$ cat config.mk
export PLATFORM = sky130hd
export DESIGN_NAME = mem_arbiter_flat
export DESIGN_NICKNAME = d
export VERILOG_FILES = /design/src/rtl/mem_arbiter_if.sv /design/src/rtl/mem_arbiter.sv /design/src/flat_wrapper.sv
export SDC_FILE = /design/constraint.sdc
export NUM_CORES = 1
export LEC_CHECK = 0
export CAP_MARGIN = 20
export CORE_AREA = 2 2 119 121
export DETAILED_ROUTE_END_ITERATION = 7
export DIE_AREA = 0 0 121 123
export SKIP_CTS_REPAIR_TIMING = 1
export SLEW_MARGIN = 40
export SYNTH_ARGS = -nofsm -noshare
export SYNTH_HDL_FRONTEND = slang
export SYNTH_SLANG_ARGS = --single-unit
$ cat constraint.sdc
create_clock -name clk -period 1.8 [get_ports clk]
set_clock_uncertainty 0.15 [all_clocks]
set_input_delay 0.36 -clock clk [delete_from_list [all_inputs] [get_ports clk]]
set_output_delay 0.36 -clock clk [all_outputs]
set_load 0.005 [all_outputs]
$ cat src/rtl/mem_arbiter_if.sv
// Requester-side bus of the memory arbiter: two request channels and the shared response.
// The master modport belongs to the requesters and the slave modport to the arbiter.
interface mem_arbiter_if #(
  parameter int WID_MEM = 32
);
  logic [1:0]         req_valid;
  logic [1:0]         req_ready;
  logic [1:0]         req_we;
  logic [31:0]        req_addr0;
  logic [31:0]        req_addr1;
  logic [WID_MEM-1:0] req_wdata0;
  logic [WID_MEM-1:0] req_wdata1;
  logic [1:0]         resp_valid;
  logic [1:0]         resp_err;
  logic [WID_MEM-1:0] resp_rdata;

  modport master (
    output req_valid, req_we, req_addr0, req_addr1, req_wdata0, req_wdata1,
    input  req_ready, resp_valid, resp_err, resp_rdata
  );

  modport slave (
    input  req_valid, req_we, req_addr0, req_addr1, req_wdata0, req_wdata1,
    output req_ready, resp_valid, resp_err, resp_rdata
  );
endinterface

$ cat src/rtl/mem_arbiter.sv
// Round-robin arbiter for two single-word requesters in front of one block RAM, with a
// clear engine. Grant is zero-latency, read data returns one cycle after the transfer.
module mem_arbiter #(
  parameter int                 WID_MEM   = 32,
  parameter int                 DEPTH_MEM = 2048,
  parameter logic [WID_MEM-1:0] CLR_VALUE = '0
) (
  input  logic               clk,
  input  logic               reset,
  mem_arbiter_if.slave       req_bus,
  input  logic               clr_start,
  output logic               clr_busy,
  output logic               clr_done,
  output logic [31:0]        mem_raddr,
  output logic [31:0]        mem_waddr,
  output logic               mem_we,
  output logic [WID_MEM-1:0] mem_din,
  input  logic [WID_MEM-1:0] mem_dout
);
  localparam int CW = $clog2(DEPTH_MEM);

  typedef enum logic {SERVE, CLEAR} state_t;

  state_t       state;
  logic [CW-1:0] cnt;
  logic         last_grant;
  logic         rd_pend;
  logic [1:0]   resp_valid_q;
  logic [1:0]   resp_err_q;

  logic               gnt;
  logic [1:0]         ready;
  logic               xfer;
  logic               xfer_we;
  logic               oob;
  logic [31:0]        addr;
  logic [WID_MEM-1:0] wdata;

  always_comb begin
    gnt = req_bus.req_valid[1];
    if (&req_bus.req_valid)
      gnt = ~last_grant;
    ready = '0;
    // Ready is also held low while reset is asserted, not just in the clocked state.
    if (reset && state == SERVE && !clr_start && |req_bus.req_valid)
      ready[gnt] = 1'b1;
    xfer    = |ready;
    addr    = gnt ? req_bus.req_addr1 : req_bus.req_addr0;
    wdata   = gnt ? req_bus.req_wdata1 : req_bus.req_wdata0;
    xfer_we = req_bus.req_we[gnt];
    oob     = addr >= 32'(DEPTH_MEM);

    mem_we    = 1'b0;
    mem_waddr = '0;
    mem_din   = '0;
    mem_raddr = '0;
    if (state == CLEAR) begin
      mem_we    = 1'b1;
      mem_waddr = 32'(cnt);
      mem_din   = CLR_VALUE;
    end else if (xfer && !oob) begin
      if (xfer_we) begin
        mem_we    = 1'b1;
        mem_waddr = addr;
        mem_din   = wdata;
      end else begin
        mem_raddr = addr;
      end
    end
  end

  always_ff @(posedge clk or negedge reset) begin
    if (!reset) begin
      state        <= SERVE;
      cnt          <= '0;
      last_grant   <= 1'b1;
      rd_pend      <= 1'b0;
      resp_valid_q <= '0;
      resp_err_q   <= '0;
    end else begin
      resp_valid_q <= '0;
      resp_err_q   <= '0;
      rd_pend      <= 1'b0;
      case (state)
        SERVE: begin
          if (clr_start) begin
            state <= CLEAR;
          end else if (xfer) begin
            last_grant <= gnt;
            if (!xfer_we)
              resp_valid_q[gnt] <= 1'b1;
            if (oob)
              resp_err_q[gnt] <= 1'b1;
            rd_pend <= !xfer_we && !oob;
          end
        end
        CLEAR: begin
          if (cnt == CW'(DEPTH_MEM - 1)) begin
            cnt   <= '0;
            state <= SERVE;
          end else begin
            cnt <= cnt + 1'b1;
          end
        end
        default: state <= SERVE;
      endcase
    end
  end

  assign req_bus.req_ready  = ready;
  assign req_bus.resp_valid = resp_valid_q;
  assign req_bus.resp_err   = resp_err_q;
  // Out-of-range reads and idle cycles return zero rather than stale RAM output.
  assign req_bus.resp_rdata = rd_pend ? mem_dout : '0;
  assign clr_busy           = (state == CLEAR);
  assign clr_done           = (state == CLEAR) && (cnt == CW'(DEPTH_MEM - 1));
endmodule

$ cat src/flat_wrapper.sv
// flat-port wrapper written by rule: the top's interface ports become plain ports
module mem_arbiter_flat 
#(
  parameter int                 WID_MEM   = 32,
  parameter int                 DEPTH_MEM = 2048,
  parameter logic [WID_MEM-1:0] CLR_VALUE = '0
)
  (clk, reset, clr_start, clr_busy, clr_done, mem_raddr, mem_waddr, mem_we, mem_din, mem_dout, req_bus_req_valid, req_bus_req_we, req_bus_req_addr0, req_bus_req_addr1, req_bus_req_wdata0, req_bus_req_wdata1, req_bus_req_ready, req_bus_resp_valid, req_bus_resp_err, req_bus_resp_rdata);
  mem_arbiter_if #(.WID_MEM(WID_MEM)) req_bus_i ();
  input  logic clk;
  input  logic reset;
  input  logic clr_start;
  output logic clr_busy;
  output logic clr_done;
  output logic [31:0] mem_raddr;
  output logic [31:0] mem_waddr;
  output logic mem_we;
  output logic [WID_MEM-1:0] mem_din;
  input  logic [WID_MEM-1:0] mem_dout;
  input wire logic [$bits(req_bus_i.req_valid)-1:0] req_bus_req_valid;
  input wire logic [$bits(req_bus_i.req_we)-1:0] req_bus_req_we;
  input wire logic [$bits(req_bus_i.req_addr0)-1:0] req_bus_req_addr0;
  input wire logic [$bits(req_bus_i.req_addr1)-1:0] req_bus_req_addr1;
  input wire logic [$bits(req_bus_i.req_wdata0)-1:0] req_bus_req_wdata0;
  input wire logic [$bits(req_bus_i.req_wdata1)-1:0] req_bus_req_wdata1;
  output wire logic [$bits(req_bus_i.req_ready)-1:0] req_bus_req_ready;
  output wire logic [$bits(req_bus_i.resp_valid)-1:0] req_bus_resp_valid;
  output wire logic [$bits(req_bus_i.resp_err)-1:0] req_bus_resp_err;
  output wire logic [$bits(req_bus_i.resp_rdata)-1:0] req_bus_resp_rdata;
  assign req_bus_i.req_valid = req_bus_req_valid;
  assign req_bus_i.req_we = req_bus_req_we;
  assign req_bus_i.req_addr0 = req_bus_req_addr0;
  assign req_bus_i.req_addr1 = req_bus_req_addr1;
  assign req_bus_i.req_wdata0 = req_bus_req_wdata0;
  assign req_bus_i.req_wdata1 = req_bus_req_wdata1;
  assign req_bus_req_ready = req_bus_i.req_ready;
  assign req_bus_resp_valid = req_bus_i.resp_valid;
  assign req_bus_resp_err = req_bus_i.resp_err;
  assign req_bus_resp_rdata = req_bus_i.resp_rdata;
  mem_arbiter #(.WID_MEM(WID_MEM), .DEPTH_MEM(DEPTH_MEM), .CLR_VALUE(CLR_VALUE)) u_core (.clk(clk), .reset(reset), .req_bus(req_bus_i), .clr_start(clr_start), .clr_busy(clr_busy), .clr_done(clr_done), .mem_raddr(mem_raddr), .mem_waddr(mem_waddr), .mem_we(mem_we), .mem_din(mem_din), .mem_dout(mem_dout));
endmodule
After elaboration in Yosys (flattened, before gate mapping)
Index checks and enable logic that the tools add are counted.
{"block": "op_classes", "n_eq_ne": 1, "n_mux": 36, "addsub": 1, "n_bitwise": 3, "magnitude_cmp": 3, "reduce_logical": 14}
{"cell": "2-to-1 mux 32 bit", "n": 12}
{"cell": ">= comparator 32 x 12 -> 1 bit, second input constant", "n": 1}
{"cell": "2-to-1 mux 2 bit", "n": 9}
{"cell": "2-to-1 mux 1 bit", "n": 12}
{"cell": "adder 11 x 1 -> 11 bit, second input constant", "n": 1}
{"cell": "equality test 11 bit, second input constant", "n": 1}
{"cell": "2-to-1 mux 11 bit", "n": 1}
{"cell": "logical AND 1 bit", "n": 7}
{"cell": "OR reduction 2 bit", "n": 2}
{"cell": "logical NOT 1 bit", "n": 3}
{"cell": "inverter 1 bit", "n": 3}
{"cell": "AND reduction 3 bit", "n": 1}
{"cell": "< comparator 1 x 2 -> 1 bit, second input constant", "n": 1}
{"cell": "case mux 1 bit (2 select lines)", "n": 1}
{"cell": "AND reduction 2 bit", "n": 1}
{"cell": "demux 1 bit (select 1 bit)", "n": 1}
{"cell": ">= comparator 1 bit, second input constant", "n": 1}
{"block": "word_totals", "wordCells": 64, "input_bits": 167, "out_inout_bits": 137, "ff_bits": 18}

Depth between registers and ports, before layout
Gate-level depths: netlist of the first run.
{"block": "depth", "ltp_word": 11, "mapped_depth": 7, "ltp_nobuf": 6}

Worst setup path before layout of the first run
OpenSTA, ideal clock, no wires.
{"block": "synth_timing", "path_kind": "register to output", "startpoint": "reg u_core.state, in the netlist u_core.clr_busy", "endpoint": "out mem_waddr[10]", "t_required_ns": 1.290, "arrival_ns": 1.505, "n_path_buf": 2, "path_slack_ns": -0.215, "stages_incl_launch_ff": 8, "cell_sequence": "dfrtp_1 > buf_6 > nor2_2 > o211ai_1 > nand2b_1 > o21bai_4 > buf_6 > o21ai_2"}
{"block": "synth_between", "elab_chain_len": 9}
{"element": "start: declaration", "line": "mem_arbiter.sv:24", "rtl": "state_t state;"}
{"element": "start signal: assignment", "line": "mem_arbiter.sv:74", "rtl": "state <= SERVE;"}
{"element": "start signal: assignment", "line": "mem_arbiter.sv:87", "rtl": "state <= CLEAR;"}
{"element": "start signal: assignment", "line": "mem_arbiter.sv:100", "rtl": "state <= SERVE;"}
{"element": "inverter 1 bit (no source line)"}
{"element": "logical AND 1 bit (3 in a row)", "line": "mem_arbiter.sv:45", "rtl": "if (reset && state == SERVE && !clr_start && |req_bus.req_valid)"}
{"element": "2-to-1 mux 2 bit", "line": "mem_arbiter.sv:45"}
{"element": "OR reduction 2 bit", "line": "mem_arbiter.sv:47", "rtl": "xfer = |ready;"}
{"element": "logical AND 1 bit", "line": "mem_arbiter.sv:61", "rtl": "end else if (xfer && !oob) begin"}
{"element": "2-to-1 mux 32 bit", "line": "mem_arbiter.sv:61"}
{"element": "2-to-1 mux 32 bit (*)", "line": "mem_arbiter.sv:57", "rtl": "if (state == CLEAR) begin"}
{"element": "end: declaration", "line": "flat_wrapper.sv:16", "rtl": "output logic [31:0] mem_waddr;"}
Every way passes the cells marked *; elsewhere a longest branch is shown, timed or not.

Worst setup path after layout of the first run
{"block": "layout_timing", "startpoint": "in req_bus_req_addr1[11]", "endpoint": "out mem_din[1]"}
{"block": "layout_between", "elab_chain_len": 6}
{"element": "start: declaration", "line": "flat_wrapper.sv:23", "rtl": "input wire logic [$bits(req_bus_i.req_addr1)-1:0] req_bus_req_addr1;"}
{"element": "2-to-1 mux 32 bit", "line": "mem_arbiter.sv:48", "rtl": "addr = gnt ? req_bus.req_addr1 : req_bus.req_addr0;"}
{"element": ">= comparator 32 x 12 -> 1 bit", "line": "mem_arbiter.sv:51", "rtl": "oob = addr >= 32'(DEPTH_MEM);"}
{"element": "logical NOT 1 bit", "line": "mem_arbiter.sv:61"}
{"element": "logical AND 1 bit", "line": "mem_arbiter.sv:61"}
{"element": "2-to-1 mux 32 bit", "line": "mem_arbiter.sv:61"}
{"element": "2-to-1 mux 32 bit", "line": "mem_arbiter.sv:57"}
{"element": "end: declaration", "line": "flat_wrapper.sv:18", "rtl": "output logic [WID_MEM-1:0] mem_din;"}
Every way passes these cells.

==> summary.txt, run 1 <==
status = complete, but fails checks
failing checks = setup timing
CP startpoint kind = primary input
flops & latches, synth = 18
critical path endpoint category = primary output
Reg2Reg Depth = 10
RSZ-0062 raised after global routing = yes
syn_area_per_cell = 7.21 sq um
detailed router's first-iteration violation count = 99
worst vdd ir = 373 uV
vias in the first global route = 3119
area of the multi-input gates = 1880 sq um
Routed wire per std cell = 14.8 microns
mapped cell area = 2360 sq um
power per cell area = 374 nW/um^2
first-pass GRT wire length = 15800 microns
Detail Route Antenna Nets = 0
DIE HEIGHT = 123 microns
CP endpoint = mem_din[1]
WS Path Type = in2out
initial antenna violation count = 0
Critical Path Stages = 11
Crit path largest cell delay = 0.41 ns
Finished Layout Cells = 862
# rows = 43
H-tree levels = 1
post-layout min period = 2.63 ns
Final Hold Viols = 0
Synth Area in Adders = 0.529%
total power = 2330 uW
worst skew pair latency = 0.25 ns
largest family of logic cells by synthesized area = simple AND/OR/NAND/NOR gates
crit path from = req_bus_req_addr1[11]
Die W = 121 microns
Global Route Usage Sum = 13.2%
reg-to-reg setup timing slack = -0.21 ns
pin count of the biggest net entering global routing = 34
top routing layer used = met4
critical path required time = 1.29 ns
Setup-failing EPs final = 62
Port Buffer Count = 261
Worst Path Arrival = 2.12 ns
Synth Instances = 328
TritonRoute pass-1 iters = 4
Via density = 4.00
total CTS buffers = 3
WL met1 = 5170 microns
hold slack = 0.0697 ns
setup TNS = -41.57 ns
Final Max Tran Viols = 0
Synthesis Warnings = 0
Root Driver = clkbuf_16
Register Area = 453 sq um
CTS tree = done
routability cong. = 0.832
routed wl met3 = 951 microns
fill count = 1352
cells along the critical path = clkdlybuf4s50_1 -> nor3_2 -> nand3_2 -> nor2_2 -> buf_6 -> o21bai_4 -> buf_6 -> buf_12 -> buf_8 -> a21oi_2 -> buf_2
Antenna Cells = 0
Starting Density = 17.4%
Routed WL = 12800 microns
share of cells above drive strength 1 = 41.2%
CTS clock-pin slew for the worst setup and hold paths = 0.05 ns
worst r2r src = u_core.last_grant
final setup margin = -0.826 ns
family with the most delay on the worst path = buffers and inverters
Compound-Gate Fraction of Synth Area = 18.6%
Synth Area in Simple Gates = 34.0%
slowest library cell on the worst path = clkdlybuf4s50_1
sequential-to-total area share from yosys stat = 19.1%
met2 wire length = 6580 microns
IO Pins = 304
FMAX = 0.381 GHz
LEAKAGE = 0.00337 uW
xor and xnor fraction of the mapped netlist area = 2.96%
hold crit path type = in2async
crit share post-route = 146%
clock tree buffer depth = 2
Yosys cell types = 37
hpwl dp = 9070 microns
DP Cell Count = 788
die area = 14900 sq um
Layout Nets = 851
CP dominant cell by count = buf_6
buffers plus inverters on the worst setup path = 6
R2R Path End = u_core.rd_pend
mux share of post-synthesis cell area = 5.98%
detailed-route DRC error count = 0
total clock sinks = 18
vias post-DR = 3444
area grow syn2layout = 163%
Core ar. = 13600 sq um
Max-cap violations = 0
CP Max Fanout = 6
GRT overflow = 0
-- metal layers --
layer	GRT usage [%]	up-vias
met5	0	-
met4	1.53	0
met3	3.60	8
met2	24.9	153
met1	15.4	1588
li1	-	1695
-- through the flow --
stage | setup WS (ns) | area [sq um] | util [%]
after floorplan | -0.150 | 2530 | -
after global placement | -1.35 | 5270 | 38.7
after detailed placement | -1.38 | 5270 | 38.7
after CTS | -1.39 | 5360 | 39.4
after global routing | -0.927 | 6230 | 45.8
final | -0.826 | 6230 | 45.8
-- layout by cell type (no fill, tap or decap), drive strengths merged, types with 2 or more instances in the layout --
cell / instances
buf: 145
clkdlybuf4s50: 132
nand2: 83
dlymetal6s2s: 53
clkbuf: 43
conb: 42
and2: 33
a21oi: 31
nor2: 29
dfrtp: 17
mux2i: 13
o21ai: 12
nor4: 8
nor3: 8
nand4: 4
xor2: 4
xnor2: 4
inv: 4
nand3: 3
nand2b: 2
-- cell type report --
cell class              count  share of cell area, %
flip-flops and latches     18                   7.27
repair buffers            369                   57.3
multi-input cells         287                   30.1
clock buffers               4                   1.43
inverters                   4                  0.241
well taps                 180                   3.61
-- cells in the mapped netlist --
| library cell | count | area share, % |
|---|---|---|
| nand2_1 | 83 | 13 |
| buf_4 | 43 | 14 |
| and2_1 | 33 | 8.7 |
| a21oi_2 | 31 | 11 |
| nor2_1 | 27 | 4.3 |
| dfrtp_1 | 17 | 18 |
| mux2i_1 | 13 | 5.5 |
| clkbuf_1 | 10 | 1.6 |
| o21ai_2 | 9 | 3.3 |
| nor4_1 | 8 | 2.1 |
| nor3_1 | 7 | 1.5 |
| buf_6 | 5 | 2.4 |
| inv_1 | 4 | 0.63 |
| nand4_1 | 4 | 1.1 |
| xnor2_1 | 4 | 1.5 |
| xor2_1 | 4 | 1.5 |
| nand3_1 | 3 | 0.63 |
| buf_2 | 2 | 0.42 |
| nand2b_1 | 2 | 0.53 |
| o21ai_0 | 2 | 0.42 |
| a21boi_4 | 1 | 0.79 |
| a21o_1 | 1 | 0.32 |
| and3_1 | 1 | 0.26 |
| conb_1 | 1 | 0.16 |
| dfstp_2 | 1 | 1.1 |
| ha_1 | 1 | 0.53 |
| mux2_1 | 1 | 0.48 |
| nor2_2 | 1 | 0.26 |
| nor2_4 | 1 | 0.48 |
| nor3_4 | 1 | 0.69 |
| o211ai_1 | 1 | 0.32 |
| o21ai_1 | 1 | 0.21 |
| o21bai_4 | 1 | 0.79 |
| o22a_1 | 1 | 0.37 |
| o22ai_1 | 1 | 0.26 |
| o31ai_1 | 1 | 0.32 |
| or3_1 | 1 | 0.26 |
-- state kept, by name (all words and copies together), names as in the netlist --
name / count
u_core.cnt: 11
u_core.req_bus.resp_err: 2
u_core.req_bus.resp_valid: 2
u_core.clr_busy: 1
u_core.last_grant: 1
u_core.rd_pend: 1
-- report_power, final --
| group | internal, uW | total (uW) | leakage, uW | switching [uW] |
|---|---|---|---|---|
| clock network | 338 | 501 | 0.0000442 | 163 |
| registers | 484 | 529 | 0.000227 | 44.8 |
| logic | 786 | 1300 | 0.00310 | 517 |
-- worst register-to-register path, cell delays in order, from the launching register on --
cell and delay [ns]:
dfstp_2 0.55, a21boi_4 0.09, buf_6 0.14, nor3_4 0.27, buf_4 0.17, buf_6 0.10, o21ai_4 0.06, buf_6 0.16
buf_6 0.12, buf_4 0.13, inv_2 0.03
-- cell families after synthesis --
| kind of cell | count (synthesis) |
|---|---|
| other | 1 |
| xor gates and xnor gates | 8 |
| muxes | 14 |
| and+or+nand+nor | 172 |
| buffers and inverters | 64 |
| DFF | 18 |
| AOI/OAI and AO/OA | 50 |
| adders and majority gates | 1 |
-- worst min-delay path by stage --
stage                     slack [ns]               to
after detailed placement        0.34   u_core.cnt[10]
after CTS                       0.36   u_core.cnt[10]
after global routing            0.07    u_core.cnt[5]
after floorplan                -0.09  u_core.clr_busy
final                           0.07    u_core.cnt[5]
after global placement          0.34   u_core.cnt[10]
No activity file was read; power rests on OpenSTA's default activity.
==> inputs of run 2 (changes only) <==
Settings changed: ABC_AREA set to 0.
==> results of run 2 <==
The final DEF is identical to that of run 1; final timing and power are the same.
